$ cat src/rtl/period_meter.sv
// period_meter: counts clk_in cycles spanning NPeriods rising-edge periods of sig_in
// and reports the summed and averaged period, with timeout and overflow flags.
module period_meter #(
    parameter int CntWidth  = 16,
    parameter int NPeriods  = 4,
    parameter int MaxCycles = 4096
) (
    input  logic                clk_in,
    input  logic                rst_n,
    input  logic                sig_in,
    input  logic                start,
    output logic                busy,
    output logic                done,
    output logic [CntWidth-1:0] period_sum,
    output logic [CntWidth-1:0] period_avg,
    output logic                timeout,
    output logic                overflow
);
    localparam int Shift = $clog2(NPeriods);
    localparam int TW    = $clog2(MaxCycles);

    localparam logic [CntWidth-1:0] CntMax     = '1;
    localparam logic [TW-1:0]       TLimit     = TW'(MaxCycles - 1);
    localparam logic [8:0]          EdgeTarget = 9'(NPeriods);

    if (NPeriods < 1 || NPeriods > 256 || (NPeriods & (NPeriods - 1)) != 0) begin : g_bad_nperiods
        $error("period_meter: NPeriods must be a power of two in 1..256");
    end
    if (MaxCycles < 2) begin : g_bad_maxcycles
        $error("period_meter: MaxCycles must be at least 2");
    end

    typedef enum logic [1:0] {
        IDLE    = 2'd0,
        ARM     = 2'd1,
        MEASURE = 2'd2
    } state_e;

    state_e              state_q, state_d;
    logic                sig_q;
    logic [CntWidth-1:0] cnt_q, cnt_d;
    logic [8:0]          edges_q, edges_d;
    logic [TW-1:0]       tcnt_q, tcnt_d;
    logic                ovf_q, ovf_d;
    logic                busy_q, busy_d;
    logic                done_q, done_d;
    logic [CntWidth-1:0] sum_q, sum_d;
    logic [CntWidth-1:0] avg_q, avg_d;
    logic                timeout_q, timeout_d;
    logic                overflow_q, overflow_d;
    logic                rise_s, sat_s, finish_ok_s, finish_to_s;

    // Next-state and result computation for the measurement FSM.
    always_comb begin
        state_d     = state_q;
        cnt_d       = cnt_q;
        edges_d     = edges_q;
        tcnt_d      = tcnt_q;
        ovf_d       = ovf_q;
        done_d      = 1'b0;
        sum_d       = sum_q;
        avg_d       = avg_q;
        timeout_d   = timeout_q;
        overflow_d  = overflow_q;
        finish_ok_s = 1'b0;
        finish_to_s = 1'b0;
        rise_s      = sig_in & ~sig_q;
        sat_s       = (cnt_q == CntMax);

        case (state_q)
            IDLE: begin
                if (start) begin
                    state_d = ARM;
                    cnt_d   = '0;
                    edges_d = 9'd0;
                    tcnt_d  = '0;
                    ovf_d   = 1'b0;
                end else begin
                    state_d = IDLE;
                end
            end
            ARM: begin
                if (rise_s) begin
                    state_d = MEASURE;
                    cnt_d   = '0;
                    edges_d = 9'd0;
                    tcnt_d  = '0;
                end else if (tcnt_q == TLimit) begin
                    finish_to_s = 1'b1;
                end else begin
                    tcnt_d = tcnt_q + 1'b1;
                end
            end
            MEASURE: begin
                cnt_d = sat_s ? cnt_q : cnt_q + 1'b1;
                ovf_d = ovf_q | sat_s;
                // A rise on the timeout threshold cycle still counts as a normal edge.
                if (rise_s) begin
                    edges_d = edges_q + 9'd1;
                    tcnt_d  = '0;
                    if (edges_d == EdgeTarget) begin
                        finish_ok_s = 1'b1;
                    end else begin
                        finish_ok_s = 1'b0;
                    end
                end else if (tcnt_q == TLimit) begin
                    finish_to_s = 1'b1;
                end else begin
                    tcnt_d = tcnt_q + 1'b1;
                end
            end
            default: begin
                state_d = IDLE;
            end
        endcase

        // cnt_d already holds min(cnt+1, max), which is exactly the span to report.
        if (finish_ok_s) begin
            sum_d      = cnt_d;
            avg_d      = cnt_d >> Shift;
            overflow_d = ovf_d;
            timeout_d  = 1'b0;
            done_d     = 1'b1;
            state_d    = IDLE;
        end else if (finish_to_s) begin
            sum_d      = '0;
            avg_d      = '0;
            overflow_d = ovf_d;
            timeout_d  = 1'b1;
            done_d     = 1'b1;
            state_d    = IDLE;
        end else begin
            done_d = 1'b0;
        end

        busy_d = (state_d != IDLE);
    end

    // State, edge history and result registers with synchronous active-low reset.
    always_ff @(posedge clk_in) begin
        if (!rst_n) begin
            state_q    <= IDLE;
            sig_q      <= 1'b0;
            cnt_q      <= '0;
            edges_q    <= 9'd0;
            tcnt_q     <= '0;
            ovf_q      <= 1'b0;
            busy_q     <= 1'b0;
            done_q     <= 1'b0;
            sum_q      <= '0;
            avg_q      <= '0;
            timeout_q  <= 1'b0;
            overflow_q <= 1'b0;
        end else begin
            state_q    <= state_d;
            sig_q      <= sig_in;
            cnt_q      <= cnt_d;
            edges_q    <= edges_d;
            tcnt_q     <= tcnt_d;
            ovf_q      <= ovf_d;
            busy_q     <= busy_d;
            done_q     <= done_d;
            sum_q      <= sum_d;
            avg_q      <= avg_d;
            timeout_q  <= timeout_d;
            overflow_q <= overflow_d;
        end
    end

    assign busy       = busy_q;
    assign done       = done_q;
    assign period_sum = sum_q;
    assign period_avg = avg_q;
    assign timeout    = timeout_q;
    assign overflow   = overflow_q;

endmodule

$ cat config.mk
export PLATFORM = sky130hd
export DESIGN_NAME = period_meter
export DESIGN_NICKNAME = d
export VERILOG_FILES = /design/src/rtl/period_meter.sv
export SDC_FILE = /design/constraint.sdc
export NUM_CORES = 1
export LEC_CHECK = 0
export BUFFER_PORTS_ARGS = -buffer_cell sky130_fd_sc_hd__buf_4
export CAP_MARGIN = 25
export CORE_UTILIZATION = 30
export DETAILED_ROUTE_END_ITERATION = 8
export GPL_ROUTABILITY_DRIVEN = 0
export PLACE_DENSITY = 0.56
export RECOVER_POWER = 25
export SYNTH_ARGS = -nofsm -noshare
export SYNTH_HDL_FRONTEND = slang
export SYNTH_SLANG_ARGS = --single-unit
$ cat constraint.sdc
create_clock -name clk_in -period 2.54 [get_ports clk_in]
set_clock_uncertainty 0.15 [all_clocks]
set_input_delay 0.127 -clock clk_in [delete_from_list [all_inputs] [get_ports clk_in]]
set_output_delay 0.127 -clock clk_in [all_outputs]
set_load 0.02 [all_outputs]
# == Word-level counts from Yosys, hierarchy flattened ==
# Index checks and enable logic that the tools add are counted.
# op_classes
n_shift,0
order_cmp,0
muxes,33
bitwise,4
reduce_logical,9
n_div,0
eq_ne,9
mul,0
n_addsub,3
# ops
cell,n
two-way mux 16 bit,5
one-hot mux 16 bit (3 select lines),1
two-way mux 12 bit,3
two-way mux 14 bit,2
two-way mux 9 bit,3
one-hot mux 9 bit (3 select lines),1
one-hot mux 12 bit (2 select lines),1
adder 16 x 1 -> 16 bit (second input constant),1
equality test 16 bit (second input constant),1
adder 12 x 1 -> 12 bit (second input constant),1
equality test 12 bit (second input constant),1
two-way mux 1 bit,12
adder 9 x 1 -> 9 bit (second input constant),1
equality test 9 x 3 -> 1 bit (second input constant),1
two-way mux 2 bit,3
inequality test 2 bit (second input constant),3
one-hot mux 2 bit (3 select lines),1
nonzero test 2 bit,3
AND reduction 4 bit,1
OR reduction 2 bit,2
inequality test 3 bit (second input constant),1
AND reduction 3 bit,1
nonzero test 3 bit,1
equality test 2 x 1 -> 1 bit (second input constant),1
6 further kinds,7
# totals
output_inout_bits,36
inputBits,4
memories,0
ram_bits,0
latch_bits,0
wordCells,70
mem_bits_ro,0
regBits,75

# == Depth between registers and ports, before layout ==
# Gate-level depths: netlist of the first run.
# logic_depth
ltp_word,7
depth_mapped,9
depth_no_buf,7

# == Least setup slack after synthesis of the first run ==
# OpenSTA, ideal clock, no wires.
# synth_timing
kind,register to register
from,reg state_q[0]
to,"reg sum_q[15], in the netlist period_sum[15]"
t_arrival_ps,1753
n_path_buf,2
period_less_slack_ps,2036
setup_ps,132
t_required_ps,2258
path_stages_with_launch,10
path_slack_ps,504
path_cell_list,dfxtp_1 -> inv_1 -> ha_1 -> clkbuf_8 -> nand2b_1 -> clkbuf_1 -> nor2_1 -> a22o_2 -> nor3_1 -> o32ai_2
# synth_between
elab_chain_cells,4
elab_cells_between_ends,9
classes_between,eq/ne: 2; mux: 4; reduce/logical: 3
# synth_rtl
item,line,text
"start, declared",39,"state_e state_q, state_d;"
"start signal, assigned",155,state_q <= state_d;
equality test 2 bit or equality test 2 x 1 -> 1 bit (tied branches),70,case (state_q)
OR reduction 2 bit (no line),--,
two-way mux 1 bit,--,
nonzero test 2 bit (no line),--,
"end signal, assigned",163,sum_q <= sum_d;
"end, declared",47,"logic [CntWidth-1:0] sum_q, sum_d;"
# Several ways; a longest one is shown, not always the timed one.
# A chain may end at the register's enable or synchronous reset.

# == Worst setup path after layout of the first run ==
# layout_timing
from,reg state_q[0]
to,"reg sum_q[1], in the netlist period_sum[1]"
# The elaborated chain is that of the path after synthesis.

==> metrics.md, run 1 <==
| Metric | Value |
|---|---|
| Core Region | `10,900 um^2` |
| Post-synthesis area per instance | `8.77 um^2` |
| Hold Fails Final Rpt | `0` |
| Async SR Flop Fraction | `0%` |
| Routed WL | `7840 um` |
| Clk_lat worst skew | `0.33 ns` |
| Crit path max fanout | `13` |
| DR WL/cell | `13.9 um` |
| CP endpoint kind | `register` |
| Mux share of post-synthesis cell area | `1.58%` |
| Synth Area in Simple Gates | `26.5%` |
| Final setup vio count | `0` |
| H-tree levels | `3` |
| Top-area cell type share of the netlist area | `35.9%` |
| Buf/Inv on CP | `1` |
| Cells after synthesis | `388` |
| Rows | `38` |
| First-pass GRT wire length | `13,200 um` |
| Power per cell area | `571 nW/um^2` |
| Initial core utilization | `31.1%` |
| Total Nets Final | `432` |
| Dpl hpwl | `5510 um` |
| Yosys top cell by area | `dfxtp_1` |
| Min-delay src | `ovf_q` |
| CTS Sinks | `61` |
| Number of port buffers | `37` |
| Worst reg2reg path depth | `6` |
| Library cells used by synthesis | `66` |
| Status | `finished clean` |
| Main combinational cell family by area after synthesis | `simple AND/OR/NAND/NOR gates` |
| Clk buf depth | `2` |
| DR vias | `2,879` |
| Iter 0 DRT Violations | `144` |
| Final period util | `89.0%` |
| Fin util | `35.7%` |
| Post-CTS sizing | `0` |
| Primary FF master, synth | `dfxtp_1` |
| Total GRT Usage | `14.6%` |
| Crit-path cells | `inv_1 -> ha_1 -> nand2b_1 -> o31ai_1 -> a22oi_1 -> o32ai_1` |
| Final Max Tran Viols | `0` |
| I/O Pins | `40` |
| Type of origin of the critical path | `register` |
| XOR/XNOR share of the synthesized area | `2.06%` |
| Critical path's slowest cell | `o31ai_1` |
| Hold EP | `ovf_q` |
| Die W | `108 um` |
| Worst EP required | `2.63 ns` |
| Total die area | `11,800 um^2` |
| Complex-gate fraction of the synthesized area | `20.4%` |
| Final antenna-violating net count | `0` |
| Drt first pass iters | `4` |
| Total CTS buffers | `9` |
| HP Class | `reg -> reg` |
| CTS root buf | `clkbuf_16` |
| Post-CTS setup repair buffer count | `0` |
| Maximum vdd drop | `0.241 mV` |
| Hold_buf cts | `4` |
| Layout cells sized above 1 | `18.4%` |
| Clk slew on worst S/H paths | `0.05 ns` |
| Worst hold stages | `2` |
| DIE HEIGHT | `108 um` |
| Max Cap Viol | `0` |
| Max incr delay on CP | `0.52 ns` |
| CP arrival | `2.35 ns` |
| Commonest cells in the netlist | `dfxtp_1 (61), nor2_1 (54), inv_1 (24), nand2_1 (20), buf_4 (18)` |
| Initial antenna violation count | `0` |
| Largest net degree at the start of global routing | `21` |
| Area Growth Syn to Fin | `14.7%` |
| Remaining DRCs | `0` |
| Origin of the critical flop-to-flop path | `state_q[0]` |
| Most frequent cell after synthesis | `dfxtp_1` |
| Rel. slew slack | `65.2%` |
| Register-to-register setup slack | `0.28 ns` |
| Vias per cell | `5.10` |
| Vias in the first global route | `2,662` |
| Synth Area in Adders | `2.57%` |
| Seq/Total Area, Yosys | `35.9%` |
| Yosys warning count | `0` |
| CP delay by family, top | `compound AO/OA/AOI/OAI gates` |
| Setup_tns | `0 ns` |
| Peak Freq | `442 MHz` |
| FF-to-FF End | `period_sum[1]` |
| Least-Margin Pin Slew | `0.521 ns` |
| TritonCTS clock tree | `done` |
| Top post-synthesis cells by area | `dfxtp_1 (36%), nor2_1 (6.0%), o32ai_2 (4.8%), buf_4 (4.0%), inv_1 (2.6%)` |
| P_leak | `0.00137 uW` |
| Diode count | `0` |
| Synth Register Bits | `61` |
| EDFF count, synth | `0` |
| Cell Area, Synth | `3400 um^2` |
| Global route overflow | `0` |
| Critical path type | `reg -> reg` |
| Tmin final | `2.26 ns` |
| Unrepaired setup endpoints after global routing | `false` |
registers in the layout (all words and copies together) (netlist names), 2 cells and up:
signal and cells:
edges_q 9, period_sum 16, cnt_q 16, state_q 2, tcnt_q 12
placed cells by master (no fill, tap or decap), types with 9 or more instances in the layout:
cell       netlist  layout
nand4_1         10      10
nor2_1          54      54
nand2_1         20      20
nor3_1          14      14
clkbuf_16        0       9
inv_1           24      24
dfxtp_1         61      61
o32ai_2         10      10
clkbuf_1         4      24
buf_4           18      27
a21oi_1         12      12
nand3_1         11      11
o21ai_0         15      15
per-layer routing:
metal  global-route usage [%]  up-vias  part of all wire (%)
met5                        0        -                     0
met4                     4.92        0                   1.1
met3                     4.58        7                   5.4
met2                     24.0       78                    49
met1                     17.9     1332                    45
li1                         -     1462                     -
power breakdown:
part	total, uW	internal [uW]	switching (uW)
sequential	972	966	6.39
clock	1110	698	409
combinational	151	51.4	99.5
total	2230	1720	515
worst max-delay path by stage:
stage / startpoint / end / cells after the start
finish: state_q[0] / period_sum[1] / 6
global route: state_q[0] / period_sum[1] / 6
CTS: state_q[0] / period_sum[1] / 6
detailed placement: state_q[0] / period_sum[12] / 6
global placement: state_q[0] / period_sum[2] / 6
floorplan: state_q[0] / period_sum[15] / 9
worst min-delay path, stage by stage, from the launching register on:
cell and delay, ns:
dfxtp_1 0.30, nand2_1 0.05, a21oi_1 0.06
through the flow:
stage | setup WS (ns) | power, uW | instances | hold slack [ns] | cell area [um^2]
finish | 0.280 | 2230 | 564 | 0.320 | 3900
global placement | 0.379 | 1140 | 546 | 0.225 | 3680
floorplan | 0.504 | 1100 | 389 | 0.0987 | 3410
global route | 0.0472 | 2340 | 564 | 0.360 | 3900
detailed placement | 0.308 | 1140 | 546 | 0.232 | 3680
CTS | 0.280 | 2260 | 564 | 0.320 | 3990
cell families (layout without fill, tap and decap cells):
kind of cell    Yosys count  after routing
flops                    61             61
buf+inv                  58             93
xor+xnor                  8              8
simple gates            164            164
mux                       5              5
other cells               1              2
fa+ha+maj                 7              7
compound gates           84             84
cell type report:
cell class | count | area (um^2)
fill | 1161 | 7030
multi-input combinational | 270 | 1820
sequential | 61 | 1220
timing repair buffer | 54 | 329
clock buffer | 12 | 256
tap | 140 | 175
inverter | 25 | 93.8
clock inverter | 2 | 10.0
No activity file was read; power rests on OpenSTA's default activity.
==> run 2, diff against run 1 <==
- CELL_PAD_IN_SITES_DETAIL_PLACEMENT: unset -> 1
- CELL_PAD_IN_SITES_GLOBAL_PLACEMENT: unset -> 2
- CORE_UTILIZATION: 30 -> 37
- CTS_BUF_LIST: unset -> sky130_fd_sc_hd__clkbuf_8
- PLACE_DENSITY: 0.56 -> 0.91
==> run 2 against run 1 <==
Against the previous run: the flow now finishes with violations (DRC); register-to-register slack worse by 0.06 ns; sequential share of layout area up 0.94 points; via count up 3.7%; power down 11%; clock power down 22%; core utilization up 7.3 points; critical path depth up 2; combinational power up 3%; hold slack better by 0.020 ns; flip-flop and latch count unchanged; count of clock-buffer cells in the layout down 2.
==> metrics.md, run 2 (synthesized netlist as in run 1, its figures left out) <==
| Metric | Value |
|---|---|
| Number of port buffers | `37` |
| Clk buf depth | `2` |
| CP delay by family, top | `simple AND/OR/NAND/NOR gates` |
| Worst hold stages | `2` |
| Area Growth Syn to Fin | `11.4%` |
| Initial antenna violation count | `0` |
| Fillers | `1,070` |
| P_leak | `0.00134 uW` |
| Setup_tns | `0 ns` |
| Total CTS buffers | `9` |
| Diode count | `0` |
| Commonest non-fill, non-tap cell in the layout | `dfxtp_1` |
| Maximum vdd drop | `0.237 mV` |
| Total die area | `9580 um^2` |
| HP Class | `reg -> reg` |
| Placed Area | `3640 um^2` |
| Register Area | `1220 um^2` |
| Most Frequent Cell on Critical Path | `inv_1` |
| Power per cell area | `524 nW/um^2` |
| Buf/Inv on CP | `3` |
| Largest net degree at the start of global routing | `21` |
| Core Region | `8810 um^2` |
| H-tree levels | `3` |
| WP depth | `8` |
| DR WL/cell | `16.4 um` |
| TritonCTS clock tree | `done` |
| DR vias | `2,986` |
| Post-CTS setup repair buffer count | `0` |
| Commonest non-fill, non-tap cells in the layout | `dfxtp_1 (61), nor2_1 (54), buf_4 (27)` |
| Max incr delay on CP | `0.44 ns` |
| Critical path type | `reg -> reg` |
| Crit-path cells | `inv_1 -> ha_1 -> inv_1 -> o211ai_1 -> buf_4 -> nor2_1 -> or3_1 -> o32ai_1` |
| Multi-input logic area | `1820 um^2` |
| Clk_lat worst skew | `0.35 ns` |
| Total GRT Usage | `18.9%` |
| Clk slew on worst S/H paths | `0.07 ns` |
| Type of origin of the critical path | `register` |
| Dpl hpwl | `6250 um` |
| Final Max Tran Viols | `0` |
| Max Cap Viol | `0` |
| Final hold slack | `0.339 ns` |
| Vias per cell | `5.59` |
| Total Nets Final | `432` |
| Fin util | `43.0%` |
| Peak Freq | `431 MHz` |
| Hold Fails Final Rpt | `0` |
| Drt first pass iters | `6` |
| Status | `finished, violations left` |
| Least-Margin Pin Slew | `0.575 ns` |
| Crit path max fanout | `9` |
| Post-route cell area | `3790 um^2` |
| CTS Sinks | `61` |
| Violated checks | `DRC` |
| Post-CTS sizing | `0` |
| Layout cells sized above 1 | `18.5%` |
| Final antenna-violating net count | `0` |
| Unrepaired setup endpoints after global routing | `false` |
| Rel. slew slack | `61.7%` |
| Tmin final | `2.32 ns` |
| DIE HEIGHT | `97.9 um` |
| Iter 0 DRT Violations | `64` |
| Worst EP required | `2.65 ns` |
| Worst reg2reg path depth | `8` |
| Routed WL | `8780 um` |
| Remaining DRCs | `1` |
| Vias in the first global route | `2,980` |
| CTS root buf | `clkbuf_8` |
| Final setup vio count | `0` |
| Final period util | `91.3%` |
| Critical path's slowest cell | `or3_1` |
| Global route overflow | `0` |
| Initial core utilization | `38.6%` |
| First-pass GRT wire length | `14,500 um` |
| Rows | `34` |
| CP endpoint kind | `register` |
| Die W | `97.9 um` |
| I/O Pins | `40` |
| CP arrival | `2.43 ns` |
## run 2: per-stage QoR
| step | setup WS (ns) | instances | power, uW |
|---|---|---|---|
| floorplan | 0.504 | 389 | 1100 |
| global placement | 0.270 | 514 | 1140 |
| detailed placement | 0.250 | 514 | 1140 |
| CTS | 0.215 | 534 | 2020 |
| global route | 0.0366 | 534 | 2070 |
| finish | 0.220 | 534 | 1990 |
## run 2: cell type report
| cell class | instances | share of cell area, % |
|---|---|---|
| Multi-Input combinational cell | 270 | 48.0 |
| Sequential cell | 61 | 32.2 |
| Timing Repair Buffer | 54 | 8.69 |
| Clock buffer | 10 | 3.63 |
| Tap cell | 108 | 3.57 |
| Inverter | 25 | 2.48 |
| Clock inverter | 6 | 1.45 |
## run 2: worst min-delay path, stage by stage (launching register included)
cell	delay, ns
dfxtp_1	0.34
nor2_1	0.05
nor2_1	0.07
## run 2: what timing repair did
item / 4_1_cts / 5_1_grt
hold buffers: 4 / 0
endpoints found under the setup margin: 0 / 0
endpoints found under the hold margin: 4 / 0
## run 2: worst paths after layout
path	startpoint	to	slack, ns
worst max-delay path	state_q[1]	period_sum[2]	0.22
worst min-delay path	timeout	timeout	0.34
worst max register to register	state_q[1]	period_sum[2]	0.22
worst min register to register	timeout	timeout	0.34
## run 2: routing by layer
layer  GRT usage, %  up-vias  routed length [um]
met1           22.4     1462                3990
met3           4.15       14                 237
met2           33.0       48                4390
li1               -     1462                   -
met4           7.46        0                 161
met5              0        -                   0
## run 2: power breakdown
part	internal, uW	leakage (uW)	switching, uW
logic	51.2	0.000741	104
clock network	469	0.000105	392
registers	964	0.000492	6.48
total	1480	0.00134	503
==> run 3, diff against run 2 <==
- ABC_AREA: unset -> 1
- CORE_UTILIZATION: 37 -> 36
- clock period: 2.54 -> 2.96 ns (I/O delays scaled with it)
==> run 3 against run 2 <==
Against the previous run: global-route usage grew 1.0 points; worst setup slack better by 0.40 ns; design area barely moved; final cell count rose by 22%; sequential share of layout area barely moved; the run now ends clean; synthesized cell count up 31%; critical path type unchanged; hold slack got worse by 0.29 ns; largest cell class unchanged; maximum frequency shrank 0.99%.
==> metrics.md, run 3 <==
| Metric | Value |
|---|---|
| Status | `finished clean` |
| Post-CTS setup repair buffer count | `0` |
| Global route overflow | `0` |
| Final antenna-violating net count | `0` |
| Synth Register Bits | `61` |
| CP endpoint kind | `register` |
| Yosys top cell by area | `dfxtp_1` |
| Vias per cell | `4.93` |
| Power per cell area | `472 nW/um^2` |
| Vias in the first global route | `3,262` |
| Tot Pwr | `1790 uW` |
| Commonest cells in the netlist | `nand2_1 (168), dfxtp_1 (61), inv_1 (48), nor2_1 (46), a21oi_1 (35)` |
| Clk buf depth | `2` |
| Total CTS buffers | `9` |
| I/O Pins | `40` |
| Clk slew on worst S/H paths | `0.08 ns` |
| Fillers | `1,235` |
| Post-synthesis area per instance | `6.68 um^2` |
| Clk_lat worst skew | `0.34 ns` |
| P_leak | `0.00161 uW` |
| Iter 0 DRT Violations | `86` |
| Number of port buffers | `37` |
| Dpl hpwl | `6900 um` |
| EDFF count, synth | `0` |
| Critical path type | `reg -> reg` |
| TritonCTS clock tree | `done` |
| Post-Layout Cell Count | `650` |
| Cells after synthesis | `507` |
| Area Growth Syn to Fin | `11.9%` |
| Post-CTS sizing | `0` |
| Tmin final | `2.34 ns` |
| Unrepaired setup endpoints after global routing | `false` |
| CTS root buf | `clkbuf_8` |
| Cell Area, Synth | `3380 um^2` |
| Core Region | `9150 um^2` |
| Final Max Tran Viols | `0` |
| Initial core utilization | `37.0%` |
| Final setup vio count | `0` |
| Total GRT Usage | `19.9%` |
| Peak Freq | `427 MHz` |
| Total die area | `9790 um^2` |
| HP Class | `in -> reg` |
| DIE HEIGHT | `99.0 um` |
| Top post-synthesis cells by area | `dfxtp_1 (36%), nand2_1 (19%), inv_1 (5.3%), a21oi_1 (5.2%), nor2_1 (5.1%)` |
| Rows | `35` |
| Top-area cell type share of the netlist area | `36.1%` |
| Diode count | `0` |
| Async SR Flop Fraction | `0%` |
| Total Nets Final | `545` |
| Hold Fails Final Rpt | `0` |
| Crit path max fanout | `12` |
| Rel. slew slack | `48.6%` |
| Initial antenna violation count | `0` |
| Yosys warning count | `0` |
| Max Cap Viol | `0` |
| Most frequent cell after synthesis | `nand2_1` |
| CTS Sinks | `61` |
| Primary FF master, synth | `dfxtp_1` |
| Type of origin of the critical path | `register` |
| H-tree levels | `3` |
| Seq/Total Area, Yosys | `36.1%` |
| Commonest non-fill, non-tap cells in the layout | `nand2_1 (168), dfxtp_1 (61), inv_1 (49)` |
| Remaining DRCs | `0` |
| First-pass GRT wire length | `15,400 um` |
| Layout cells sized above 1 | `12.6%` |
| Drt first pass iters | `6` |
| Library cells used by synthesis | `43` |
| Routed WL | `9170 um` |
| Setup_tns | `0 ns` |
| Maximum vdd drop | `0.264 mV` |
| Die W | `99.0 um` |
| Largest net degree at the start of global routing | `28` |
| DR WL/cell | `14.1 um` |
| Least-Margin Pin Slew | `0.772 ns` |
| Cells after DPL | `633` |
| Final period util | `79.2%` |
| Worst EP required | `3.09 ns` |
| DR vias | `3,206` |
| Commonest non-fill, non-tap cell in the layout | `nand2_1` |
| CP arrival | `2.47 ns` |
run 3: cell count changes in the layout (fill, tap and decap cells not counted), sizes merged, moves of 16 or more:
| cell | before | now |
|---|---|---|
| a21oi | 13 | 37 |
| inv | 26 | 55 |
| nand2 | 20 | 178 |
| nand3 | 14 | 31 |
| o32ai | 16 | 0 |
run 3: final cells by class:
| type | instances | area [um^2] | share of cell area (%) |
|---|---|---|---|
| Multi-Input combinational cell | 367 | 1780 | 47.1 |
| Timing Repair Buffer | 40 | 220 | 5.82 |
| Clock buffer | 9 | 124 | 3.27 |
| Sequential cell | 61 | 1220 | 32.3 |
| Clock inverter | 7 | 90.1 | 2.38 |
| Inverter | 55 | 208 | 5.49 |
| Tap cell | 111 | 139 | 3.67 |
run 3: cell families (layout without fill, tap and decap cells):
| logic type | Yosys count | count (layout) | synth area share [%] |
|---|---|---|---|
| flops | 61 | 61 | 36.1 |
| fa+ha+maj | 7 | 7 | 2.59 |
| simple gates | 286 | 286 | 37.3 |
| buf+inv | 80 | 111 | 11.3 |
| compound gates | 64 | 64 | 10.6 |
| other cells | 1 | 2 | 0.111 |
| xor+xnor | 8 | 8 | 2.07 |
run 3: worst max-delay path: stages (launching register included):
cell and delay [ns]:
dfxtp_1 0.33, inv_1 0.13, ha_1 0.19, inv_1 0.06, nor2_1 0.19, nor2_1 0.06
buf_4 0.18, a21oi_1 0.64, o21ai_0 0.21, a21oi_1 0.15
run 3: what timing repair did:
item / CTS / global route
hold buffers: 1 / 0
endpoints found under the setup margin: 0 / 0
hold endpoints to repair: 1 / 0
run 3: path summary, 6_finish.rpt:
check | cells after the start | slack (ns) | startpoint | to
max | 9 | 0.62 | state_q[0] | tcnt_q[4]
min | 3 | 0.05 | rst_n | sig_q
max reg2reg | 9 | 0.62 | state_q[0] | tcnt_q[4]
min reg2reg | 2 | 0.31 | period_sum[1] | period_sum[1]
run 3: power breakdown:
part | internal [uW] | switching [uW] | leakage (uW)
Clock | 471 | 359 | 0.000111
Sequential | 829 | 8.14 | 0.000492
Combinational | 33.1 | 88.6 | 0.00100
run 3: routing by layer:
metal / vias up / wire [um] / GRT usage, %
li1: 1637 / - / -
met1: 1520 / 4170 / 23.3
met2: 40 / 4700 / 36.8
met3: 9 / 200 / 3.62
met4: 0 / 94 / 5.97
met5: - / 0 / 0
run 3: per-stage QoR:
stage / worst slack [ns] / area, um^2 / util, % / hold WS (ns)
2_1_floorplan: 1.11 / 3390 / - / 0.0915
3_3_place_gp: 0.749 / 3640 / 39.8 / 0.186
3_5_place_dp: 0.618 / 3640 / 39.8 / 0.195
4_1_cts: 0.605 / 3870 / 42.3 / 0.0343
5_1_grt: 0.318 / 3790 / 41.4 / 0.0667
6_report: 0.616 / 3790 / 41.4 / 0.0461
